$ cat config.mk
export PLATFORM = sky130hd
export DESIGN_NAME = sisc_ctrl_flat
export DESIGN_NICKNAME = d
export VERILOG_FILES = /design/src/rtl/sisc_ctrl_pkg.sv /design/src/rtl/sisc_ctrl_if.sv /design/src/rtl/sisc_ctrl_br_eval.sv /design/src/rtl/sisc_ctrl.sv /design/src/flat_wrapper.sv
export SDC_FILE = /design/constraint.sdc
export NUM_CORES = 1
export LEC_CHECK = 0
export ABC_CLOCK_PERIOD_IN_PS = 2700
export CAP_MARGIN = 30
export CORE_MARGIN = 8
export CORE_UTILIZATION = 47
export DETAILED_ROUTE_END_ITERATION = 7
export GPL_TIMING_DRIVEN = 0
export PLACE_DENSITY = 0.83
export SYNTH_ARGS = -nofsm -noshare
export SYNTH_HDL_FRONTEND = slang
export SYNTH_SLANG_ARGS = --single-unit
$ cat constraint.sdc
create_clock -name clk -period 2.7 [get_ports clk]
set_input_delay 0.675 -clock clk [delete_from_list [all_inputs] [get_ports clk]]
set_output_delay 0.675 -clock clk [all_outputs]
set_load 0.03 [all_outputs]
$ cat src/rtl/sisc_ctrl_pkg.sv
// sisc_ctrl_pkg: shared definitions for the SISC multicycle controller.
//   - state_e      : controller state encoding (3-bit)
//   - OP_*         : opcode values of instr[31:28]
//   - WB_*         : writeback mux select codes
//   - ALU_*        : alu_op codes
//   - branch helpers used by the control FSM
package sisc_ctrl_pkg;

  typedef enum logic [2:0] {
    S_RESET   = 3'd0,
    S_FETCH   = 3'd1,
    S_DECODE  = 3'd2,
    S_EXECUTE = 3'd3,
    S_MEM     = 3'd4,
    S_WB      = 3'd5,
    S_HALT    = 3'd6
  } state_e;

  localparam logic [3:0] OP_NOP     = 4'h0;
  localparam logic [3:0] OP_ALU_RR  = 4'h1;
  localparam logic [3:0] OP_ALU_IMM = 4'h2;
  localparam logic [3:0] OP_BRA     = 4'h3;
  localparam logic [3:0] OP_BRR     = 4'h4;
  localparam logic [3:0] OP_BNE     = 4'h5;
  localparam logic [3:0] OP_BNR     = 4'h6;
  localparam logic [3:0] OP_LOD     = 4'h8;
  localparam logic [3:0] OP_STR     = 4'hC;
  localparam logic [3:0] OP_HLT     = 4'hF;

  localparam logic [1:0] WB_ALU = 2'b00;
  localparam logic [1:0] WB_MEM = 2'b01;
  localparam logic [1:0] WB_IMM = 2'b10;

  localparam logic [1:0] ALU_PASS  = 2'b00;
  localparam logic [1:0] ALU_ARITH = 2'b01;
  localparam logic [1:0] ALU_LOGIC = 2'b10;

  // BRA/BNE use the immediate as an absolute target.
  function automatic logic is_abs_branch(input logic [3:0] op);
    return (op == OP_BRA) || (op == OP_BNE);
  endfunction

  // BNE/BNR branch when no masked status bit is set.
  function automatic logic is_neg_branch(input logic [3:0] op);
    return (op == OP_BNE) || (op == OP_BNR);
  endfunction

endpackage

$ cat src/rtl/sisc_ctrl_if.sv
// sisc_ctrl_if: bundle between the SISC controller and its datapath.
//   opcode/mm : instruction register fields (datapath -> controller)
//   stat      : status register {C,V,N,Z}   (datapath -> controller)
//   ir_load, pc_write, pc_sel, br_sel, alu_op, stat_en, rf_we, wb_sel,
//   dm_we, halted : controller -> datapath enables/selects
// Modports: master = controller side, slave = datapath side.
interface sisc_ctrl_if #(
  parameter int OP_W   = 4,
  parameter int MM_W   = 4,
  parameter int STAT_W = 4
);

  logic [OP_W-1:0]   opcode;
  logic [MM_W-1:0]   mm;
  logic [STAT_W-1:0] stat;
  logic              ir_load;
  logic              pc_write;
  logic              pc_sel;
  logic              br_sel;
  logic [1:0]        alu_op;
  logic              stat_en;
  logic              rf_we;
  logic [1:0]        wb_sel;
  logic              dm_we;
  logic              halted;

  modport master (
    input  opcode, mm, stat,
    output ir_load, pc_write, pc_sel, br_sel, alu_op, stat_en,
           rf_we, wb_sel, dm_we, halted
  );

  modport slave (
    output opcode, mm, stat,
    input  ir_load, pc_write, pc_sel, br_sel, alu_op, stat_en,
           rf_we, wb_sel, dm_we, halted
  );

endinterface

$ cat src/rtl/sisc_ctrl_br_eval.sv
// sisc_ctrl_br_eval: combinational branch-taken evaluation.
//   mm_i    : condition mask from the latched instruction
//   stat_i  : current status register {C,V,N,Z}
//   neg_i   : 1 for BNE/BNR (branch when no masked bit is set)
//   taken_o : branch decision
// A zero mask never matches, so BRA/BRR never take and BNE/BNR always take.
module sisc_ctrl_br_eval #(
  parameter int MM_W   = 4,
  parameter int STAT_W = 4
) (
  input  logic [MM_W-1:0]   mm_i,
  input  logic [STAT_W-1:0] stat_i,
  input  logic              neg_i,
  output logic              taken_o
);

  logic hit;

  always_comb begin
    hit     = |(mm_i & stat_i);
    taken_o = neg_i ? ~hit : hit;
  end

endmodule

$ cat src/rtl/sisc_ctrl.sv
// sisc_ctrl: multicycle control FSM for the 16-bit SISC datapath.
// Sequences FETCH -> DECODE -> EXECUTE -> [MEM] -> [WB] -> FETCH and is the
// sole source of datapath enables.
//   clk : system clock, rising edge
//   rst : synchronous active-high reset
//   bus : sisc_ctrl_if.master (opcode/mm/stat in; all enables/selects out)
// Outputs are Moore, decoded from the state and the opcode/mm latched in
// DECODE; only pc_sel/pc_write/br_sel in EXECUTE look at stat (branches).
module sisc_ctrl
  import sisc_ctrl_pkg::*;
#(
  parameter int OP_W   = 4,
  parameter int MM_W   = 4,
  parameter int STAT_W = 4
) (
  input  logic        clk,
  input  logic        rst,
  sisc_ctrl_if.master bus
);

  state_e          state_q, state_d;
  logic [OP_W-1:0] opcode_q;
  logic [MM_W-1:0] mm_q;

  logic       taken;
  logic [1:0] alu_fn;

  logic       ir_load_d, pc_write_d, pc_sel_d, br_sel_d;
  logic [1:0] alu_op_d, wb_sel_d;
  logic       stat_en_d, rf_we_d, dm_we_d, halted_d;

  sisc_ctrl_br_eval #(
    .MM_W   (MM_W),
    .STAT_W (STAT_W)
  ) u_br_eval (
    .mm_i    (mm_q),
    .stat_i  (bus.stat),
    .neg_i   (is_neg_branch(opcode_q)),
    .taken_o (taken)
  );

  // The mask MSB picks the ALU class for ALU instructions.
  assign alu_fn = mm_q[MM_W-1] ? ALU_LOGIC : ALU_ARITH;

  always_ff @(posedge clk) begin
    if (rst) begin
      state_q  <= S_RESET;
      opcode_q <= '0;
      mm_q     <= '0;
    end else begin
      state_q <= state_d;
      if (state_q == S_DECODE) begin
        opcode_q <= bus.opcode;
        mm_q     <= bus.mm;
      end
    end
  end

  always_comb begin
    state_d    = state_q;
    ir_load_d  = 1'b0;
    pc_write_d = 1'b0;
    pc_sel_d   = 1'b0;
    br_sel_d   = 1'b0;
    alu_op_d   = ALU_PASS;
    stat_en_d  = 1'b0;
    rf_we_d    = 1'b0;
    wb_sel_d   = WB_ALU;
    dm_we_d    = 1'b0;
    halted_d   = 1'b0;

    unique case (state_q)
      S_RESET: state_d = S_FETCH;

      S_FETCH: begin
        ir_load_d  = 1'b1;
        pc_write_d = 1'b1;
        state_d    = S_DECODE;
      end

      S_DECODE: state_d = S_EXECUTE;

      S_EXECUTE: begin
        case (opcode_q)
          OP_ALU_RR, OP_ALU_IMM: begin
            alu_op_d  = alu_fn;
            stat_en_d = 1'b1;
            state_d   = S_WB;
          end
          OP_LOD, OP_STR: begin
            alu_op_d = ALU_PASS;
            state_d  = S_MEM;
          end
          OP_BRA, OP_BRR, OP_BNE, OP_BNR: begin
            if (taken) begin
              pc_write_d = 1'b1;
              pc_sel_d   = 1'b1;
              br_sel_d   = is_abs_branch(opcode_q);
            end
            state_d = S_FETCH;
          end
          OP_HLT:  state_d = S_HALT;
          OP_NOP:  state_d = S_FETCH;
          default: state_d = S_FETCH;
        endcase
      end

      S_MEM: begin
        // Address stays on the ALU so memory sees a stable address.
        alu_op_d = ALU_PASS;
        if (opcode_q == OP_STR) begin
          dm_we_d = 1'b1;
          state_d = S_FETCH;
        end else begin
          state_d = S_WB;
        end
      end

      S_WB: begin
        rf_we_d = 1'b1;
        case (opcode_q)
          OP_ALU_RR: begin
            wb_sel_d = WB_ALU;
            // Keep the ALU function so its result is still on the WB mux.
            alu_op_d = alu_fn;
          end
          OP_ALU_IMM: begin
            wb_sel_d = WB_IMM;
            alu_op_d = alu_fn;
          end
          default: wb_sel_d = WB_MEM;
        endcase
        state_d = S_FETCH;
      end

      S_HALT: halted_d = 1'b1;

      default: state_d = S_RESET;
    endcase
  end

  assign bus.ir_load  = ir_load_d;
  assign bus.pc_write = pc_write_d;
  assign bus.pc_sel   = pc_sel_d;
  assign bus.br_sel   = br_sel_d;
  assign bus.alu_op   = alu_op_d;
  assign bus.stat_en  = stat_en_d;
  assign bus.rf_we    = rf_we_d;
  assign bus.wb_sel   = wb_sel_d;
  assign bus.dm_we    = dm_we_d;
  assign bus.halted   = halted_d;

endmodule

$ cat src/flat_wrapper.sv
// flat-port wrapper written by rule: the top's interface ports become plain ports
module sisc_ctrl_flat import sisc_ctrl_pkg::*;
#(
  parameter int OP_W   = 4,
  parameter int MM_W   = 4,
  parameter int STAT_W = 4
)
  (clk, rst, bus_opcode, bus_mm, bus_stat, bus_ir_load, bus_pc_write, bus_pc_sel, bus_br_sel, bus_alu_op, bus_stat_en, bus_rf_we, bus_wb_sel, bus_dm_we, bus_halted);
  sisc_ctrl_if #(.OP_W(OP_W), .MM_W(MM_W), .STAT_W(STAT_W)) bus_i ();
  input  logic clk;
  input  logic rst;
  input wire logic [$bits(bus_i.opcode)-1:0] bus_opcode;
  input wire logic [$bits(bus_i.mm)-1:0] bus_mm;
  input wire logic [$bits(bus_i.stat)-1:0] bus_stat;
  output wire logic [$bits(bus_i.ir_load)-1:0] bus_ir_load;
  output wire logic [$bits(bus_i.pc_write)-1:0] bus_pc_write;
  output wire logic [$bits(bus_i.pc_sel)-1:0] bus_pc_sel;
  output wire logic [$bits(bus_i.br_sel)-1:0] bus_br_sel;
  output wire logic [$bits(bus_i.alu_op)-1:0] bus_alu_op;
  output wire logic [$bits(bus_i.stat_en)-1:0] bus_stat_en;
  output wire logic [$bits(bus_i.rf_we)-1:0] bus_rf_we;
  output wire logic [$bits(bus_i.wb_sel)-1:0] bus_wb_sel;
  output wire logic [$bits(bus_i.dm_we)-1:0] bus_dm_we;
  output wire logic [$bits(bus_i.halted)-1:0] bus_halted;
  assign bus_i.opcode = bus_opcode;
  assign bus_i.mm = bus_mm;
  assign bus_i.stat = bus_stat;
  assign bus_ir_load = bus_i.ir_load;
  assign bus_pc_write = bus_i.pc_write;
  assign bus_pc_sel = bus_i.pc_sel;
  assign bus_br_sel = bus_i.br_sel;
  assign bus_alu_op = bus_i.alu_op;
  assign bus_stat_en = bus_i.stat_en;
  assign bus_rf_we = bus_i.rf_we;
  assign bus_wb_sel = bus_i.wb_sel;
  assign bus_dm_we = bus_i.dm_we;
  assign bus_halted = bus_i.halted;
  sisc_ctrl #(.OP_W(OP_W), .MM_W(MM_W), .STAT_W(STAT_W)) u_core (.clk(clk), .rst(rst), .bus(bus_i));
endmodule
==> flow_summary.toml <==
[outcome]
outcome = "completed"

[worst_setup_path]
cp_cell_sequence = "clkdlybuf4s50_1 > a22oi_2 > a221oi_2 > o32ai_2 > buf_4"
critical_path_class = "input pin to primary output"
cp-end-kind = "primary output"
crit_arrival_ns = 1.96
crit_fanout = 3
crit_slowest_cell = "clkdlybuf4s50_1"
worstSetupStartpointType = "input pin"
required_ns = 2.03
cpPeakStageDelay_ns = 0.48

[timing]
clock_skew_ns = 0.00125
finalCritPeriodShare_pct = 97.5
setup_violations = 0
maxSlewViolCount = 0
layout_setup_ws_ns = 0.0664
slew_headroom_pct = 67.5
rsz0062_at_grt = "false"
period_minus_slack_ns = 2.63
clock.fmax_mhz = 380
tns_ns = 0
hold_viol_final = 0
worstMarginPinSlew_ns = 0.487

[grt]
grt_first_pass_wirelength_um = 3470
gr-total-overflow = 0
grt_antenna_before_repair = 0
grt_max_degree = 11
gr-usage-all-layers_pct = 13.0
grt_pass1_vias = 803

[routing]
drt-total-wl_um = 2010
dr.pass1.iters = 4
dr_total_vias = 742
drc = 0
vias_per_cell = 5.54
drt_iter0_drc = 9
routedWlPerCell_um = 15.0
drtAntennaViolNets = 0

[synth]
synth_cell_types = 37
synth_ff_type = "dfxtp_1"
synthTopCellsByCount = "nor2_1, dfxtp_1, mux2i_1"
yosysTopAreaCellShare_pct = 29.6
async_reset_ff_share_pct = 0
synth_area_um2 = 743
synth_edf_count = 0
synth_seq_area_share_pct = 29.6
synth_top_cell_by_area = "dfxtp_1"
syn_area_per_cell_um2 = 8.35
yosys_warnings = 0
synth.net_count = 103
yosysMostFrequentCell = "nor2_1"
syn_inst = 89
synth_area_leaders = "dfxtp_1, mux2i_1, nor2_1"
synth_seq_cells = 11

[floorplanning]
core_area_um2 = 1490
die_area_um2 = 3110
num_rows = 14
start_util_pct = 49.9
die_h_um = 55.8
die_x_um = 55.8
io_pins = 26

[place]
place.detailed.hpwl_um = 1460
gp_congestion = 0.791
place_ws_ns = -0.493
numPortBuffers = 25

[clock_network]
tritoncts = "done"
cts_buffer_depth = 2
numCtsBuffers = 3
clock_latency_ns = 0.27
clock-root-buffer = "clkbuf_4"
cts_hold_buf = 0
cts.clk_slew.worst_paths_ns = 0.07
cts.sinks = 11
htree_levels = 1

[layout]
drive_gt1_share_pct = 16.1
nNetsFinal = 133
fin_util_pct = 71.1
synthToLayoutAreaGrowth_pct = 42.4
num-fill-cells = 134
antennaDiodeCount = 0
final-seq-area_um2 = 220
multi_input_area_um2 = 469

[power]
p_per_area_nw_per_um2 = 398
ir_worst_vdd_v = 0.000297
leakagePower_nw = 0.477

[flow_run]
cap_violations = 0

[hold_path]
min_path_type = "register to register"
## sequential cells by signal (all words and copies together) (netlist names)
name and cells:
u_core.opcode_q 4, u_core.mm_q 4, u_core.state_q 3
## kinds of logic after synthesis
group           after synthesis  share of synthesized area, %
flops                        11                          29.6
compound gates               13                          12.6
mux                           8                          10.8
simple gates                 40                          31.8
buf+inv                      13                          10.4
xor+xnor                      4                          4.71
## final cells by class
type,instances,area share (%)
tap,16,1.89
sequential,11,20.8
clock buffer,4,2.48
multi-input combinational,65,44.3
buffer,9,5.91
inverter,4,1.42
timing repair buffer,25,23.2
## stage by stage
| stage | hold slack, ns | cells | area, µm² | total power [mW] |
|---|---|---|---|---|
| 2_1_floorplan | 0.461 | 89 | 743 | 0.260 |
| 3_3_place_gp | 0.474 | 130 | 1010 | 0.299 |
| 4_1_cts | 0.527 | 134 | 1050 | 0.423 |
| 6_report | 0.521 | 134 | 1060 | 0.421 |
| 3_5_place_dp | 0.490 | 130 | 1010 | 0.303 |
| 5_1_grt | 0.555 | 134 | 1060 | 0.444 |
## power breakdown
part / switching, mW / total (mW) / internal (mW)
clock: 0.0584 / 0.116 / 0.0572
combinational: 0.0645 / 0.127 / 0.0623
sequential: 0.00680 / 0.179 / 0.172
total: 0.130 / 0.421 / 0.291
## routing by layer
| metal | global-route usage (%) | part of all wire, % |
|---|---|---|
| met5 | 0 | 0 |
| met3 | 6.16 | 8.7 |
| met1 | 15.9 | 47 |
| met4 | 5.28 | 1.1 |
| met2 | 18.8 | 43 |
## placed cells by master, fill, tap and decap left out, types with 2 or more instances in the layout
| cell | netlist | layout |
|---|---|---|
| nor3_1 | 2 | 2 |
| clkdlybuf4s50_1 | 0 | 17 |
| nand2_1 | 2 | 2 |
| buf_6 | 2 | 2 |
| mux2i_1 | 8 | 8 |
| clkbuf_4 | 1 | 4 |
| a21oi_1 | 3 | 3 |
| nor2_1 | 13 | 13 |
| buf_2 | 2 | 3 |
| dlymetal6s2s_1 | 0 | 3 |
| and2b_1 | 2 | 2 |
| nand3b_1 | 3 | 3 |
| o31ai_1 | 2 | 2 |
| buf_4 | 2 | 4 |
| xor2_1 | 3 | 3 |
| dlygate4sd2_1 | 0 | 2 |
| nor3b_1 | 4 | 4 |
| clkbuf_1 | 2 | 3 |
| dfxtp_1 | 11 | 11 |
| a22oi_2 | 0 | 2 |
| inv_1 | 4 | 4 |
| nor4bb_1 | 2 | 2 |
| nand3_1 | 2 | 2 |
## critical path: cells and delay by family
family	cells	cell delay, ns
buf+inv	2	0.67
compound gates	3	0.62
## final timing paths
path | startpoint | end | slack [ns] | depth (start not counted)
max | bus_stat[0] | bus_pc_write | 0.07 | 5
min | u_core.mm_q[1] | u_core.mm_q[1] | 0.52 | 2
max reg2reg | u_core.opcode_q[3] | u_core.state_q[2] | 1.36 | 4
min reg2reg | u_core.mm_q[1] | u_core.mm_q[1] | 0.52 | 2
## what timing repair did
item / CTS / global route
resized for setup: 23 / 6
setup buffers: 0 / 0
pin swaps: 0 / 1
setup endpoints to repair: 5 / 5
(Power assumes the default switching activity.)
